==> src/rtl/booth_r4_datapath_if.sv <==
// Operand/result bundle for booth_r4_datapath.
// master: operand source and sequencer (drives sel/o_en/a/b).
// slave : the datapath (drives product/valid/busy/seq_err).
interface booth_r4_datapath_if #(
    parameter int WIDTH = 8
) ();
    logic                 sel;
    logic                 o_en;
    logic [WIDTH-1:0]     a;
    logic [WIDTH-1:0]     b;
    logic [2*WIDTH-1:0]   product;
    logic                 valid;
    logic                 busy;
    logic                 seq_err;

    modport master (
        output sel, o_en, a, b,
        input  product, valid, busy, seq_err
    );

    modport slave (
        input  sel, o_en, a, b,
        output product, valid, busy, seq_err
    );
endinterface

==> src/rtl/booth_r4_datapath.sv <==
// Sequential radix-4 Booth multiplier datapath.
// sel=0 loads operands, sel=1 retires one Booth digit per clock,
// o_en captures the finished signed product. seq_err is a sticky flag
// for a capture requested before all WIDTH/2 digits were retired.
// WIDTH must be even and >= 4.
// Optional macro BOOTH_DP_OUTREG_EN: extra output register stage on
// product/valid (one more clock of latency; seq_err unaffected).
module booth_r4_datapath #(
    parameter int WIDTH = 8
) (
    input  logic                  clk,
    input  logic                  n_rst,
    booth_r4_datapath_if.slave    bus
);

    localparam int NSTEP = WIDTH / 2;
    localparam int AW    = WIDTH + 2;
    localparam int SW    = $clog2(NSTEP + 1);

    typedef enum logic [1:0] {
        S_IDLE,   // nothing loaded since reset
        S_RUN,    // digits remaining
        S_DONE    // all digits retired, result in {acc, q}
    } state_e;

    state_e                 state_q, state_d;
    logic [WIDTH-1:0]       m_q, m_d;
    logic [WIDTH-1:0]       q_q, q_d;
    logic [AW-1:0]          acc_q, acc_d;
    logic                   qm1_q, qm1_d;
    logic [SW-1:0]          step_q, step_d;
    logic                   seq_err_q, seq_err_d;
    logic [2*WIDTH-1:0]     prod_q, prod_d;
    logic                   valid_q, valid_d;

    logic [AW-1:0]          m_ext;
    logic [AW-1:0]          m_x2;
    logic [AW-1:0]          addend;
    logic [AW-1:0]          sum;

    // Booth digit recoding and partial-sum adder
    always_comb begin
        m_ext = {{2{m_q[WIDTH-1]}}, m_q};
        m_x2  = m_ext << 1;
        addend = '0;
        unique case ({q_q[1:0], qm1_q})
            3'b001, 3'b010: addend = m_ext;
            3'b011:         addend = m_x2;
            3'b100:         addend = -m_x2;
            3'b101, 3'b110: addend = -m_ext;
            default:        addend = '0;
        endcase
        sum = acc_q + addend;
    end

    // Next-state: capture is judged on pre-load state, then load/step
    always_comb begin
        state_d   = state_q;
        m_d       = m_q;
        q_d       = q_q;
        acc_d     = acc_q;
        qm1_d     = qm1_q;
        step_d    = step_q;
        seq_err_d = seq_err_q;
        prod_d    = prod_q;
        valid_d   = 1'b0;

        if (bus.o_en) begin
            if (state_q == S_DONE) begin
                prod_d  = {acc_q[WIDTH-1:0], q_q};
                valid_d = 1'b1;
            end else begin
                seq_err_d = 1'b1;
            end
        end

        if (!bus.sel) begin
            // Load overrides any error raised by a same-cycle capture
            m_d       = bus.a;
            q_d       = bus.b;
            acc_d     = '0;
            qm1_d     = 1'b0;
            step_d    = '0;
            seq_err_d = 1'b0;
            state_d   = S_RUN;
        end else if (state_q == S_RUN) begin
            // Arithmetic shift right by 2 of {sum, q, qm1}
            acc_d  = {{2{sum[AW-1]}}, sum[AW-1:2]};
            q_d    = {sum[1:0], q_q[WIDTH-1:2]};
            qm1_d  = q_q[1];
            step_d = step_q + SW'(1);
            if (step_q == SW'(NSTEP - 1)) begin
                state_d = S_DONE;
            end
        end
    end

    // Datapath and control registers
    always_ff @(posedge clk or negedge n_rst) begin
        if (!n_rst) begin
            state_q   <= S_IDLE;
            m_q       <= '0;
            q_q       <= '0;
            acc_q     <= '0;
            qm1_q     <= 1'b0;
            step_q    <= '0;
            seq_err_q <= 1'b0;
            prod_q    <= '0;
            valid_q   <= 1'b0;
        end else begin
            state_q   <= state_d;
            m_q       <= m_d;
            q_q       <= q_d;
            acc_q     <= acc_d;
            qm1_q     <= qm1_d;
            step_q    <= step_d;
            seq_err_q <= seq_err_d;
            prod_q    <= prod_d;
            valid_q   <= valid_d;
        end
    end

    assign bus.busy    = (state_q == S_RUN);
    assign bus.seq_err = seq_err_q;

`ifdef BOOTH_DP_OUTREG_EN
    logic [2*WIDTH-1:0]     prod_out_q, prod_out_d;
    logic                   valid_out_q, valid_out_d;

    // Output stage feeds straight from the capture register
    always_comb begin
        prod_out_d  = prod_q;
        valid_out_d = valid_q;
    end

    // Extra output pipeline register
    always_ff @(posedge clk or negedge n_rst) begin
        if (!n_rst) begin
            prod_out_q  <= '0;
            valid_out_q <= 1'b0;
        end else begin
            prod_out_q  <= prod_out_d;
            valid_out_q <= valid_out_d;
        end
    end

    assign bus.product = prod_out_q;
    assign bus.valid   = valid_out_q;
`else
    assign bus.product = prod_q;
    assign bus.valid   = valid_q;
`endif

endmodule
==> src/flat_wrapper.sv <==
// flat-port wrapper written by rule: the top's interface ports become plain ports
module booth_r4_datapath_flat 
#(
    parameter int WIDTH = 8
)
  (clk, n_rst, bus_sel, bus_o_en, bus_a, bus_b, bus_product, bus_valid, bus_busy, bus_seq_err);
  booth_r4_datapath_if #(.WIDTH(WIDTH)) bus_i ();
  input  logic clk;
  input  logic n_rst;
  input wire logic [$bits(bus_i.sel)-1:0] bus_sel;
  input wire logic [$bits(bus_i.o_en)-1:0] bus_o_en;
  input wire logic [$bits(bus_i.a)-1:0] bus_a;
  input wire logic [$bits(bus_i.b)-1:0] bus_b;
  output wire logic [$bits(bus_i.product)-1:0] bus_product;
  output wire logic [$bits(bus_i.valid)-1:0] bus_valid;
  output wire logic [$bits(bus_i.busy)-1:0] bus_busy;
  output wire logic [$bits(bus_i.seq_err)-1:0] bus_seq_err;
  assign bus_i.sel = bus_sel;
  assign bus_i.o_en = bus_o_en;
  assign bus_i.a = bus_a;
  assign bus_i.b = bus_b;
  assign bus_product = bus_i.product;
  assign bus_valid = bus_i.valid;
  assign bus_busy = bus_i.busy;
  assign bus_seq_err = bus_i.seq_err;
  booth_r4_datapath #(.WIDTH(WIDTH)) u_core (.clk(clk), .n_rst(n_rst), .bus(bus_i));
endmodule
==> config.mk <==
export PLATFORM = sky130hd
export DESIGN_NAME = booth_r4_datapath_flat
export DESIGN_NICKNAME = d
export VERILOG_FILES = /design/src/rtl/booth_r4_datapath_if.sv /design/src/rtl/booth_r4_datapath.sv /design/src/flat_wrapper.sv
export SDC_FILE = /design/constraint.sdc
export NUM_CORES = 1
export LEC_CHECK = 0
export ABC_AREA = 1
export BUFFER_PORTS_ARGS = -buffer_cell sky130_fd_sc_hd__buf_4
export CAP_MARGIN = 0
export CORE_UTILIZATION = 55
export DETAILED_ROUTE_END_ITERATION = 6
export HOLD_SLACK_MARGIN = 0.12
export PLACE_DENSITY = 0.77
export SLEW_MARGIN = 20
export SYNTH_ARGS = -nofsm -noshare
export SYNTH_HDL_FRONTEND = slang
export SYNTH_SLANG_ARGS = --single-unit
==> constraint.sdc <==
create_clock -name clk -period 3.8 [get_ports clk]
set_input_delay 0.38 -clock clk [delete_from_list [all_inputs] [get_ports clk]]
set_output_delay 0.38 -clock clk [all_outputs]
set_load 0.01 [all_outputs]
; Yosys cells after proc, flatten, opt, wreduce, memory -nomap -nowiden
; Index checks and enable logic that the tools add are counted.
; Widths: inputs -> output; s select.
[word_totals]
word_cells = 48
in_bits = 20
ff_bits = 50
out_inout_bits = 19
[classes]
muxes = 17
reduce_logical = 5
eq_ne = 13
add_sub_neg = 4
[ops]
columns = cell, count
row1 = $pmux 10 s4, 1
row2 = $mux 10, 2
row3 = $neg 10->10, 2
row4 = $mux 8, 2
row5 = $add 10x10->10, 1
row6 = $eq 3x2->1 const B, 3
row7 = $eq 3x3->1 const B, 3
row8 = $mux 1, 7
row9 = $mux 2, 3
row10 = $mux 3, 2
row11 = $ne 2x1->1 const B, 3
row12 = $reduce_and 2->1, 3
row13 = $reduce_or 2->1, 2
row14 = $add 3x1->3 const B, 1
row15 = $eq 3x1->1 const B, 1
row16 = $eq 2x1->1 const B, 1
row17 = $eq 2x2->1 const B, 1
row18 = $ne 2x2->1 const B, 1

; Longest topological paths before layout
; Gate-level depths: netlist of run 1.
[depth]
word_depth = 6
depth_mapped = 23
depth_no_buf = 23

; Worst setup path before layout of run 1
; No wires, ideal clock.
[synth_timing]
path_kind = register to register
start = register u_core.m_q[0]
end = register u_core.acc_q[8]
n_path_buf = 0
path_stages_with_launch = 23
path_slack_ns = 1.466
t_arrival_ns = 2.216
t_required_ns = 3.683
synth_period_minus_slack_ns = 2.334
setup_time_ns = 0.117
cell_sequence = dfrtp_1 > inv_1 > ha_1 > inv_1 > nor2_2 > nand2_1 > nand2_1 > inv_1 > nand2_1 > o21ai_0 > a21oi_1 > o21ai_0 > ha_1 > nand2_1 > inv_1 > nand2_1 > nand3_2 > nand2_1 > nand2_1 > inv_1 > nand3_1 > nand3_1 > nand2_1
[synth_between]
elab_chain_len = 5
elab_cells_between_ends = 6
cone_classes = 3 x add/sub / 3 x mux
[synth_lines]
columns = item, line
row1 = from (decl), booth_r4_datapath.sv:27  ; logic [WIDTH-1:0] m_q, m_d;
row2 = from (signal assigned), booth_r4_datapath.sv:112  ; m_q <= m_d;
row3 = $neg 10->10 (on tied branches), "booth_r4_datapath.sv:50, booth_r4_datapath.sv:49"
row4 = $pmux 10 s4 *, booth_r4_datapath.sv:46  ; unique case ({q_q[1:0], qm1_q})
row5 = $add 10x10->10 *, booth_r4_datapath.sv:53  ; sum = acc_q + addend;
row6 = $mux 10 *, booth_r4_datapath.sv:86  ; end else if (state_q == S_RUN) begin
row7 = $mux 10 *, booth_r4_datapath.sv:77  ; if (!bus.sel) begin
row8 = to (signal assigned), booth_r4_datapath.sv:104  ; acc_q <= '0;
row9 = to (signal assigned), booth_r4_datapath.sv:114  ; acc_q <= acc_d;
row10 = to (decl), booth_r4_datapath.sv:29  ; logic [AW-1:0] acc_q, acc_d;
; Mark *: on every way between the ends. The rest lies on a longest branch, timed or not. The select of a mux whose other input is x is not followed.
; A chain may end at the register's enable or synchronous reset.

; Worst setup path after layout of run 1
; Ends and elaborated chain as after synthesis.

==> results_dict.tcl, run 1 <==
set metrics [dict create \
    hold_path.class "in -> reg" \
    syn_avg_cell_area_um2 8.07 \
    start_util_pct 57.2 \
    postCtsHoldBufs 1 \
    cts_sinks 48 \
    switching_share_pct 39.2 \
    p_switching_mw 0.735 \
    timing.fmax_ghz 0.374 \
    slew_violations 0 \
    grt_overflow 0 \
    port_buffers 38 \
    io_pins 39 \
    synth_edf_count 0 \
    period_share_pct 70.3 \
    clockBufferDepth 2 \
    initialDrtViolationCount 132 \
    antenna_cells 0 \
    cp-start-kind "flop" \
    synth_top_area_cell "dfrtp_1" \
    cp_cell_sequence "inv_1, ha_1, inv_1, nor2_2, nand2_1, nand2_1, inv_1, nand2_1, o21ai_0, a21oi_1, o21ai_0, ha_1, a21oi_1, nand3_2, nand2_1, nand2_1, inv_1, nand3_1, nand3_1, nand2_1" \
    path_class "reg -> reg" \
    synth_cells 337 \
    rrSetupSlack_ps 1130 \
    post_cts_resized 0 \
    clkLatencyLatePin_ps 290 \
    yosysWarnings 0 \
    die_h_um 72.3 \
    yosysSeqAreaShare_pct 44.2 \
    cellLeakagePower_nw 1.64 \
    setup.worst_path.end_class "flop" \
    hold_slack_ps 274 \
    asyncSetResetFlopFracSynth_pct 100 \
    drc 0 \
    syn_to_final_growth_pct 16.8 \
    gp_congestion 0.919 \
    netlist_area_mm2 0.00272 \
    htree_num_levels 2 \
    seq_area_mm2 0.00120 \
    max_slew_margin_pct 36.7 \
    routed_via_density 5.21 \
    wl_per_cell_um 12.8 \
    max_cap_viol_count 0 \
    status "finished, final reports clean" \
    worst_pin_slew_ps 947 \
    layout.nets 409 \
    grtUsageTotal_pct 23.8 \
    slowest_stage "dfrtp_1" \
    path_clk_slew_ps 90 \
    critPathRequiredTime_ps 3990 \
    crit_family "simple AND/OR/NAND/NOR gates" \
    ys_ff_latch 48 \
    cts_root_buf "clkbuf_8" \
    ir_drop_uv 300 \
    fp.dieW_um 72.3 \
    rsz0062_at_grt "false" \
    die_area_mm2 0.00523 \
    num_vias 2312 \
    synth_top_area_share_pct 44.2 \
    pwr-share-clk_pct 20.6 \
    crit_top_cell "nand2_1" \
    critPathMaxFanout 5 \
    core_area_mm2 0.00475 \
    finalCriticalPeriod_ps 2670 \
    final-setup-viol-count 0 \
    critical-path-max-stage-delay_ps 390 \
    ys_types 37 \
    ys.flop_type "dfrtp_1" \
    arrival_ps 2860 \
    fin_setup_tns_ps 0 \
    rows 25 \
    fin_skew_ps 3.18 \
    power_density_mw_per_mm2 589 \
    dp.final_hpwl_um 4170 \
    antenna_found_initial 0 \
    grt_pass1_wl_um 9540 \
    seqPwrFrac_pct 37.4 \
    fin_util_pct 66.8 \
    routed_wirelength_um 5670 \
    multi_input_area_mm2 0.00130 \
    drive_above_1_share_pct 18.0 \
    p_int_mw 1.14 \
    synthTopCellsByCount "nand2_1, dfrtp_1, inv_1" \
    synth.most_common_cell "nand2_1" \
    yosys-top-cells-area "dfrtp_1, nand2_1, inv_1, ha_1, o21ai_0" \
    setup_ws_ps 1130 \
    crit_buf_inv 4 \
    ant_nets 0 \
    cts-buffers-inserted 5 \
    cts_tree "yes" \
    grt_pass1_vias 2169 \
    grt_max_degree 49 \
    pre_cts_ws_ps 1190 \
    finalHoldViolCount 0 \
    nFillCells 398 \
    pwr-share-comb_pct 41.9 \
    drtPass1Iterations 4 \
    synth_fp_nets 370 \
    post-cts-setup-buffer-count 0 \
]
-- cell type report --
cell class                 instances  share of cell area, %
multi-input combinational        234                   40.8
sequential                        48                   37.8
timing repair buffer              39                   9.29
inverter                          48                   5.67
tap                               67                   2.64
clock buffer                       6                   2.60
clock inverter                     2                   1.22
-- stage by stage --
stage	cell area, µm²	std cells	total power, mW
5_1_grt	3180	444	2.02
6_report	3180	444	1.87
3_3_place_gp	3050	435	1.45
4_1_cts	3180	444	1.88
2_1_floorplan	2720	337	1.28
3_5_place_dp	3050	435	1.48
-- logic make-up after synthesis --
logic type,Yosys count,synth area share [%]
and+or+nand+nor,147,24.1
AOI/OAI and AO/OA,70,16.1
buffers and inverters,55,8.19
DFF,48,44.2
adders and majority gates,13,6.26
xor gates and xnor gates,4,1.29
-- layer usage --
layer  up-vias  GRT usage (%)  share of wire, %
met1      1056           30.8                47
li1       1182              -                 -
met5         -              0                 0
met4         0           9.80               3.0
met3        14           4.03               4.0
met2        60           39.5                46
-- worst reg2reg max path, stage by stage, from the launching register on --
cell and delay (ps):
dfrtp_1 390, inv_1 150, ha_1 190, inv_1 50, nor2_2 160, nand2_1 90
nand2_1 80, inv_1 50, nand2_1 50, o21ai_0 70, a21oi_1 100, o21ai_0 110
ha_1 350, a21oi_1 200, nand3_2 130, nand2_1 70, nand2_1 60, inv_1 60
nand3_1 70, nand3_1 80, nand2_1 60
-- flip-flops by register name, indices dropped and copies added (netlist names) --
register / cells
u_core.acc_q: 8
u_core.bus.product: 16
u_core.step_q: 3
u_core.m_q: 8
u_core.q_q: 8
u_core.bus.seq_err: 1
u_core.state_q: 2
u_core.qm1_q: 1
u_core.bus.valid: 1
-- cells in the final DEF (no fill, tap or decap), types with 4 or more instances in the layout --
| master | n |
|---|---|
| dfrtp_1 | 48 |
| a31oi_1 | 4 |
| nand3_1 | 13 |
| o21ai_1 | 6 |
| clkbuf_8 | 6 |
| o21ai_0 | 27 |
| buf_4 | 38 |
| nand2_2 | 4 |
| inv_1 | 46 |
| ha_1 | 12 |
| o221ai_1 | 4 |
| nor2_1 | 16 |
| nor2_2 | 4 |
| a21oi_1 | 11 |
| o22ai_1 | 5 |
| nor2_4 | 5 |
| nand2_1 | 98 |
-- path summary, 6_finish.rpt --
check | from | cells after the start | endpoint
worst max-delay path | u_core.m_q[0]$_DFFE_PN0N_ | 20 | u_core.acc_q[8]$_DFFE_PN0P_
worst min-delay path | bus_a[6] | 3 | u_core.m_q[6]$_DFFE_PN0N_
worst max register to register | u_core.m_q[0]$_DFFE_PN0N_ | 20 | u_core.acc_q[8]$_DFFE_PN0P_
worst min register to register | u_core.bus.product[11]$_DFFE_PN0P_ | 2 | u_core.bus.product[11]$_DFFE_PN0P_
max in group asynchronous | n_rst | 2 | u_core.step_q[1]$_DFFE_PN0P_
min in group asynchronous | n_rst | 2 | u_core.bus.product[9]$_DFFE_PN0P_
-- power groups by stage --
stage	clock, mW	combinational, mW	sequential (mW)
3_5_place_dp	0	0.773	0.711
6_report	0.386	0.786	0.701
3_3_place_gp	0	0.749	0.705
4_1_cts	0.396	0.783	0.700
5_1_grt	0.412	0.897	0.714
2_1_floorplan	0	0.575	0.702
No activity file was read; power rests on OpenSTA's default activity.
==> inputs of run 2 (changes only) <==
Settings changed: ABC_AREA 1 to 0, CORE_UTILIZATION 55 to 52, PLACE_DENSITY 0.77 to 0.76.
Clock period 3.8 ns to 2.4 ns, I/O delays scaled along.
==> run 2 against run 1 <==
- synthesized cell count is 3.0% lower
- global-route usage increased by 4.8 points
- non-clock buffer count is 69 higher
- the flow now finishes with violations (negative setup slack)
- fmax down 8.0%
- routed wire length grew 38%
- critical path type unchanged
- clock skew up 3.4 ps
- sequential power grew 70%
- sequential share of layout area fell by 8.1 points
- combinational power grew to 3.3 times the previous value
- area after synthesis grew 3.2%
==> results_dict.tcl, run 2 <==
set metrics [dict create \
    status "finished with violations" \
    violations "negative setup slack" \
    cts-buffers-inserted 5 \
    synthAdderAreaFrac_pct 6.06 \
    synth.most_common_cell "nand2_1" \
    finalCriticalPeriod_ps 2900 \
    ant_nets 0 \
    cts_root_buf "clkbuf_8" \
    yosysSeqAreaShare_pct 42.8 \
    antenna_cells 0 \
    grt_pass1_vias 2607 \
    synth_compound_area_share_pct 17.9 \
    antenna_found_initial 0 \
    synthTopCellsByCount "nand2_1, dfrtp_1, nor2_1" \
    muxShareOfSynthArea_pct 4.28 \
    drtPass1Iterations 4 \
    rsz0062_at_grt "true" \
    slew_violations 0 \
    cts_tree "yes" \
    finalInstanceArea_mm2 0.00404 \
    synth_edf_count 0 \
    routed_via_density 5.56 \
    port_buffers 38 \
    max_slew_margin_pct 59.8 \
    synth_cells 327 \
    grt_pass1_wl_um 12200 \
    p_switching_mw 1.72 \
    power_density_mw_per_mm2 1090 \
    cp-start-kind "flop" \
    layout.nets 459 \
    period_share_pct 121 \
    pre_cts_ws_ps -499 \
    ys_ff_latch 48 \
    seqPwrFrac_pct 27.1 \
    final_common_cell "buf_4" \
    die_area_mm2 0.00570 \
    timing.fmax_ghz 0.344 \
    synth_top_area_cell "dfrtp_1" \
    synth_top_family_by_area "simple AND/OR/NAND/NOR gates" \
    grt_overflow 0 \
    yosys.area_share.simple_pct 21.9 \
    synth_fp_nets 360 \
    p_int_mw 2.66 \
    drc 0 \
    num_vias 2764 \
    cts_sinks 48 \
    hold_path.class "in -> reg" \
    critPathMaxFanout 4 \
    clockBufferDepth 2 \
    ys_types 44 \
    die_h_um 75.5 \
    io_pins 39 \
    grtUsageTotal_pct 28.6 \
    path_class "reg -> reg" \
    fp.dieW_um 75.5 \
    max_cap_viol_count 0 \
    worst_pin_slew_ps 603 \
    setup.worst_path.end_class "flop" \
    routed_wirelength_um 7810 \
    ys.flop_type "dfrtp_1" \
    arrival_ps 3120 \
    start_util_pct 54.6 \
    dpl_cell_area_mm2 0.00362 \
    rows 26 \
    gp_congestion 0.944 \
    synth_top_area_share_pct 42.8 \
    syn_to_final_growth_pct 44.0 \
    fin_setup_tns_ps -2210 \
    pwr-share-clk_pct 14.1 \
    synthXorXnorAreaFrac_pct 3.74 \
    asyncSetResetFlopFracSynth_pct 100 \
    yosysWarnings 0 \
    clkLatencyLatePin_ps 310 \
    setup_ws_ps -503 \
    dp.final_hpwl_um 5270 \
    largest_reg_flops 16 \
    syn_avg_cell_area_um2 8.59 \
    cellLeakagePower_nw 1.98 \
    pwr-share-comb_pct 58.7 \
    grt_max_degree 49 \
    fin_skew_ps 6.57 \
    fin_util_pct 78.7 \
    yosys-top-cells-area "dfrtp_1, nand2_1, ha_1, nor2_1, mux2_2" \
    critPathRequiredTime_ps 2610 \
    finalHoldViolCount 0 \
    ir_drop_uv 710 \
    core_area_mm2 0.00514 \
    final-setup-viol-count 6 \
    netlist_area_mm2 0.00281 \
    layout_common_cells "buf_4, nand2_1, dfrtp_1" \
    initialDrtViolationCount 182 \
    drive_above_1_share_pct 39.3 \
    path_clk_slew_ps 90 \
    htree_num_levels 2 \
    switching_share_pct 39.3 \
    wl_per_cell_um 15.7 \
]
==> run 2: final cells by class <==
cell class / instances / area (µm²)
Sequential cell: 48 / 1200
Multi-Input combinational cell: 254 / 1760
Fill cell: 369 / 1100
Inverter: 9 / 38.8
Timing Repair Buffer: 108 / 837
Clock inverter: 3 / 46.3
Tap cell: 70 / 87.6
Clock buffer: 5 / 68.8
==> run 2: through the flow <==
step           total power, mW  instances  hold WS [ps]
2_1_floorplan             2.42        327         -55.6
3_3_place_gp              3.20        475           287
3_5_place_dp              3.26        475           295
4_1_cts                   4.13        492           146
5_1_grt                   4.67        497           149
6_report                  4.39        497           150
==> run 2: worst max-delay path, stage by stage, from the launching register on <==
cell	delay, ps
dfrtp_1	390
or2_4	260
buf_6	130
nor4_4	290
xnor2_2	160
nand2b_1	110
o21a_1	190
a21oi_2	200
ha_4	250
o21a_1	110
o21a_1	170
o22ai_2	170
xor2_1	100
a211oi_1	280
==> run 2: layer usage <==
metal	share of wire, %	GRT usage (%)
met5	0	0
met4	1.3	8.44
met3	5.9	6.08
met2	48	46.6
met1	45	38.5
==> run 2: kinds of logic after synthesis <==
logic type	after synthesis
and+or+nand+nor	143
AOI/OAI and AO/OA	75
DFF	48
buffers and inverters	25
adders and majority gates	13
xor gates and xnor gates	12
muxes	11
==> run 2: repair_timing <==
item                                    4_1_cts  5_1_grt
endpoints found under the hold margin        48        0
buffers inserted                              8        5
hold buffers                                  1        0
pin swaps                                    26       21
resized for setup                            27       14
endpoints found under the setup margin        7        7
==> run 2: power groups by stage <==
stage,sequential [mW],clock (mW),combinational (mW)
after floorplan,1.17,0,1.25
after global placement,1.19,0,2.01
after detailed placement,1.19,0,2.07
after CTS,1.18,0.629,2.32
after global routing,1.22,0.653,2.80
final,1.19,0.619,2.58
==> run 2: final timing paths <==
check / start / slack (ps) / end / cells after the start
setup / recovery: u_core.m_q[0]$_DFFE_PN0N_ / -500 / u_core.acc_q[6]$_DFFE_PN0P_ / 13
hold / removal: bus_a[1] / 150 / u_core.m_q[1]$_DFFE_PN0N_ / 2
setup reg to reg: u_core.m_q[0]$_DFFE_PN0N_ / -500 / u_core.acc_q[6]$_DFFE_PN0P_ / 13
hold reg to reg: u_core.bus.product[9]$_DFFE_PN0P_ / 490 / u_core.bus.product[9]$_DFFE_PN0P_ / 2
max in group asynchronous: n_rst / 1490 / u_core.qm1_q$_DFFE_PN0P_ / 2
min in group asynchronous: n_rst / 480 / u_core.bus.product[8]$_DFFE_PN0P_ / 2
==> inputs of run 3 (changes only) <==
Settings changed: TNS_END_PERCENT from default to 5.
==> run 3 against run 2 <==
- the flow still finishes with violations (negative setup slack)
- first-iteration DRC count grew 24%
- utilization fell by 5.9 points
- critical path depth did not move
- routed wire length shrank 4.6%
- sequential power is essentially flat
- via count fell by 1.7%
- non-clock buffer count shrank 20
- final cell count decreased by 4.0%
- critical endpoint is now u_core.acc_q[8]$_DFFE_PN0P_
- largest power group unchanged
==> results_dict.tcl, run 3 (synthesis gave the netlist of run 2 again) <==
set metrics [dict create \
    grt_max_degree 49 \
    slew_violations 0 \
    fin_util_pct 72.7 \
    rsz0062_at_grt "true" \
    antenna_cells 0 \
    critPathRequiredTime_ps 2560 \
    cp_cell_sequence "or4_4, nor2_4, nand2_2, xor2_1, a221oi_2, nor2_1, ha_2, buf_4, nand2_1, o21ai_4, nor3_1, mux2i_1, o2111ai_1" \
    timing.fmax_ghz 0.342 \
    largest_reg_flops 16 \
    wl_per_cell_um 15.6 \
    max_cap_viol_count 0 \
    cts_sinks 48 \
    drc 0 \
    path_clk_slew_ps 90 \
    grt_overflow 0 \
    ant_nets 0 \
    cts_root_buf "clkbuf_8" \
    clockBufferDepth 2 \
    setup.worst_path.end_class "flop" \
    path_class "reg -> reg" \
    gp_congestion 0.933 \
    worst_pin_slew_ps 731 \
    fp.dieW_um 75.5 \
    seq_area_mm2 0.00120 \
    critical-path-max-stage-delay_ps 580 \
    violations "negative setup slack" \
    setup_ws_ps -523 \
    cp-start-kind "flop" \
    htree_num_levels 2 \
    max_slew_margin_pct 51.2 \
    drive_above_1_share_pct 32.7 \
    placed_cells 466 \
    core_area_mm2 0.00514 \
    ir_drop_uv 660 \
    fin_skew_ps 6.09 \
    finalInstanceArea_mm2 0.00374 \
    status "finished with violations" \
    die_area_mm2 0.00570 \
    layout.nets 439 \
    drtPass1Iterations 5 \
    grt_pass1_vias 2385 \
    die_h_um 75.5 \
    dpl_cell_area_mm2 0.00354 \
    final_common_cell "buf_4" \
    cts_tree "yes" \
    multi_input_area_mm2 0.00166 \
    nFillCells 418 \
    finalHoldViolCount 0 \
    cellLeakagePower_nw 1.85 \
    grtUsageTotal_pct 26.8 \
    final-setup-viol-count 6 \
    grt_pass1_wl_um 11300 \
    start_util_pct 54.6 \
    hold_path.class "in -> reg" \
    syn_to_final_growth_pct 33.2 \
    dp.final_hpwl_um 5220 \
    port_buffers 38 \
    critPathMaxFanout 4 \
    io_pins 39 \
    clkLatencyLatePin_ps 310 \
    slowest_stage "or4_4" \
    cts-buffers-inserted 5 \
    period_share_pct 122 \
    layout_common_cells "buf_4, nand2_1, dfrtp_1" \
    finalCriticalPeriod_ps 2920 \
    rows 26 \
    num_vias 2717 \
    antenna_found_initial 0 \
    pre_cts_ws_ps -486 \
    finalNonFillerCells 477 \
    initialDrtViolationCount 225 \
    routed_via_density 5.70 \
    arrival_ps 3090 \
    power_density_mw_per_mm2 1050 \
    routed_wirelength_um 7450 \
]
run 3: changes by cell type in the layout (fill, tap and decap cells not counted), sizes merged:
cell / before / now
clkinvlp: 1 / 0
bufinv: 1 / 0
clkinv: 0 / 1
clkbuf: 5 / 6
buf: 107 / 87
run 3: critical path: cells and delay by family, from the launching register on:
family                   cells  cell delay [ps]
AO/OA/AOI/OAI                3              570
XOR/XNOR                     1              150
adder cells (fa/ha/maj)      1              350
buffers and inverters        1              130
flip-flops                   1              380
multiplexers                 1              150
AND/OR/NAND/NOR              6             1070
run 3: worst paths after layout:
path	slack [ps]	depth (start not counted)	end	from
setup / recovery	-520	13	u_core.acc_q[8]$_DFFE_PN0P_	u_core.m_q[4]$_DFFE_PN0N_
hold / removal	160	2	u_core.m_q[0]$_DFFE_PN0N_	bus_a[0]
setup reg to reg	-520	13	u_core.acc_q[8]$_DFFE_PN0P_	u_core.m_q[4]$_DFFE_PN0N_
hold reg to reg	480	2	u_core.bus.product[3]$_DFFE_PN0P_	u_core.bus.product[3]$_DFFE_PN0P_
max in group asynchronous	1500	2	u_core.qm1_q$_DFFE_PN0P_	n_rst
min in group asynchronous	480	2	u_core.bus.product[9]$_DFFE_PN0P_	n_rst
run 3: per-layer routing:
metal / track usage [%] / up-vias / part of all wire [%]
met5: 0 / - / 0
met4: 9.26 / 0 / 2.3
met3: 3.04 / 16 / 4.9
met2: 44.8 / 86 / 50
met1: 36.4 / 1311 / 43
li1: - / 1304 / -
run 3: through the flow:
stage / TNS, ps / hold WS (ps) / power (mW)
after global placement: -2010 / 286 / 3.15
after floorplan: -1110 / -55.6 / 2.40
final: -2300 / 156 / 3.93
after detailed placement: -2280 / 286 / 3.21
after CTS: -2160 / 153 / 3.81
after global routing: -3320 / 159 / 4.21
run 3: power by group:
group / leakage, nW / switching [mW] / internal, mW
Combinational: 1.19 / 1.12 / 1.09
Clock: 0.0516 / 0.285 / 0.236
Sequential: 0.611 / 0.194 / 1.00
run 3: repair_timing:
action                     CTS  global route
setup endpoints to repair    7             8
pin swaps                   13             9
hold buffers                 1             0
buffers inserted             1             1
hold endpoints to repair    48             0
resized for setup           11             9
run 3: final cells by class:
type	count	share of cell area [%]
clock buffer	6	2.21
clock inverter	2	0.368
inverter	9	0.904
multi-input combinational	254	44.3
sequential	48	32.2
tap	70	2.34
timing repair buffer	88	17.7
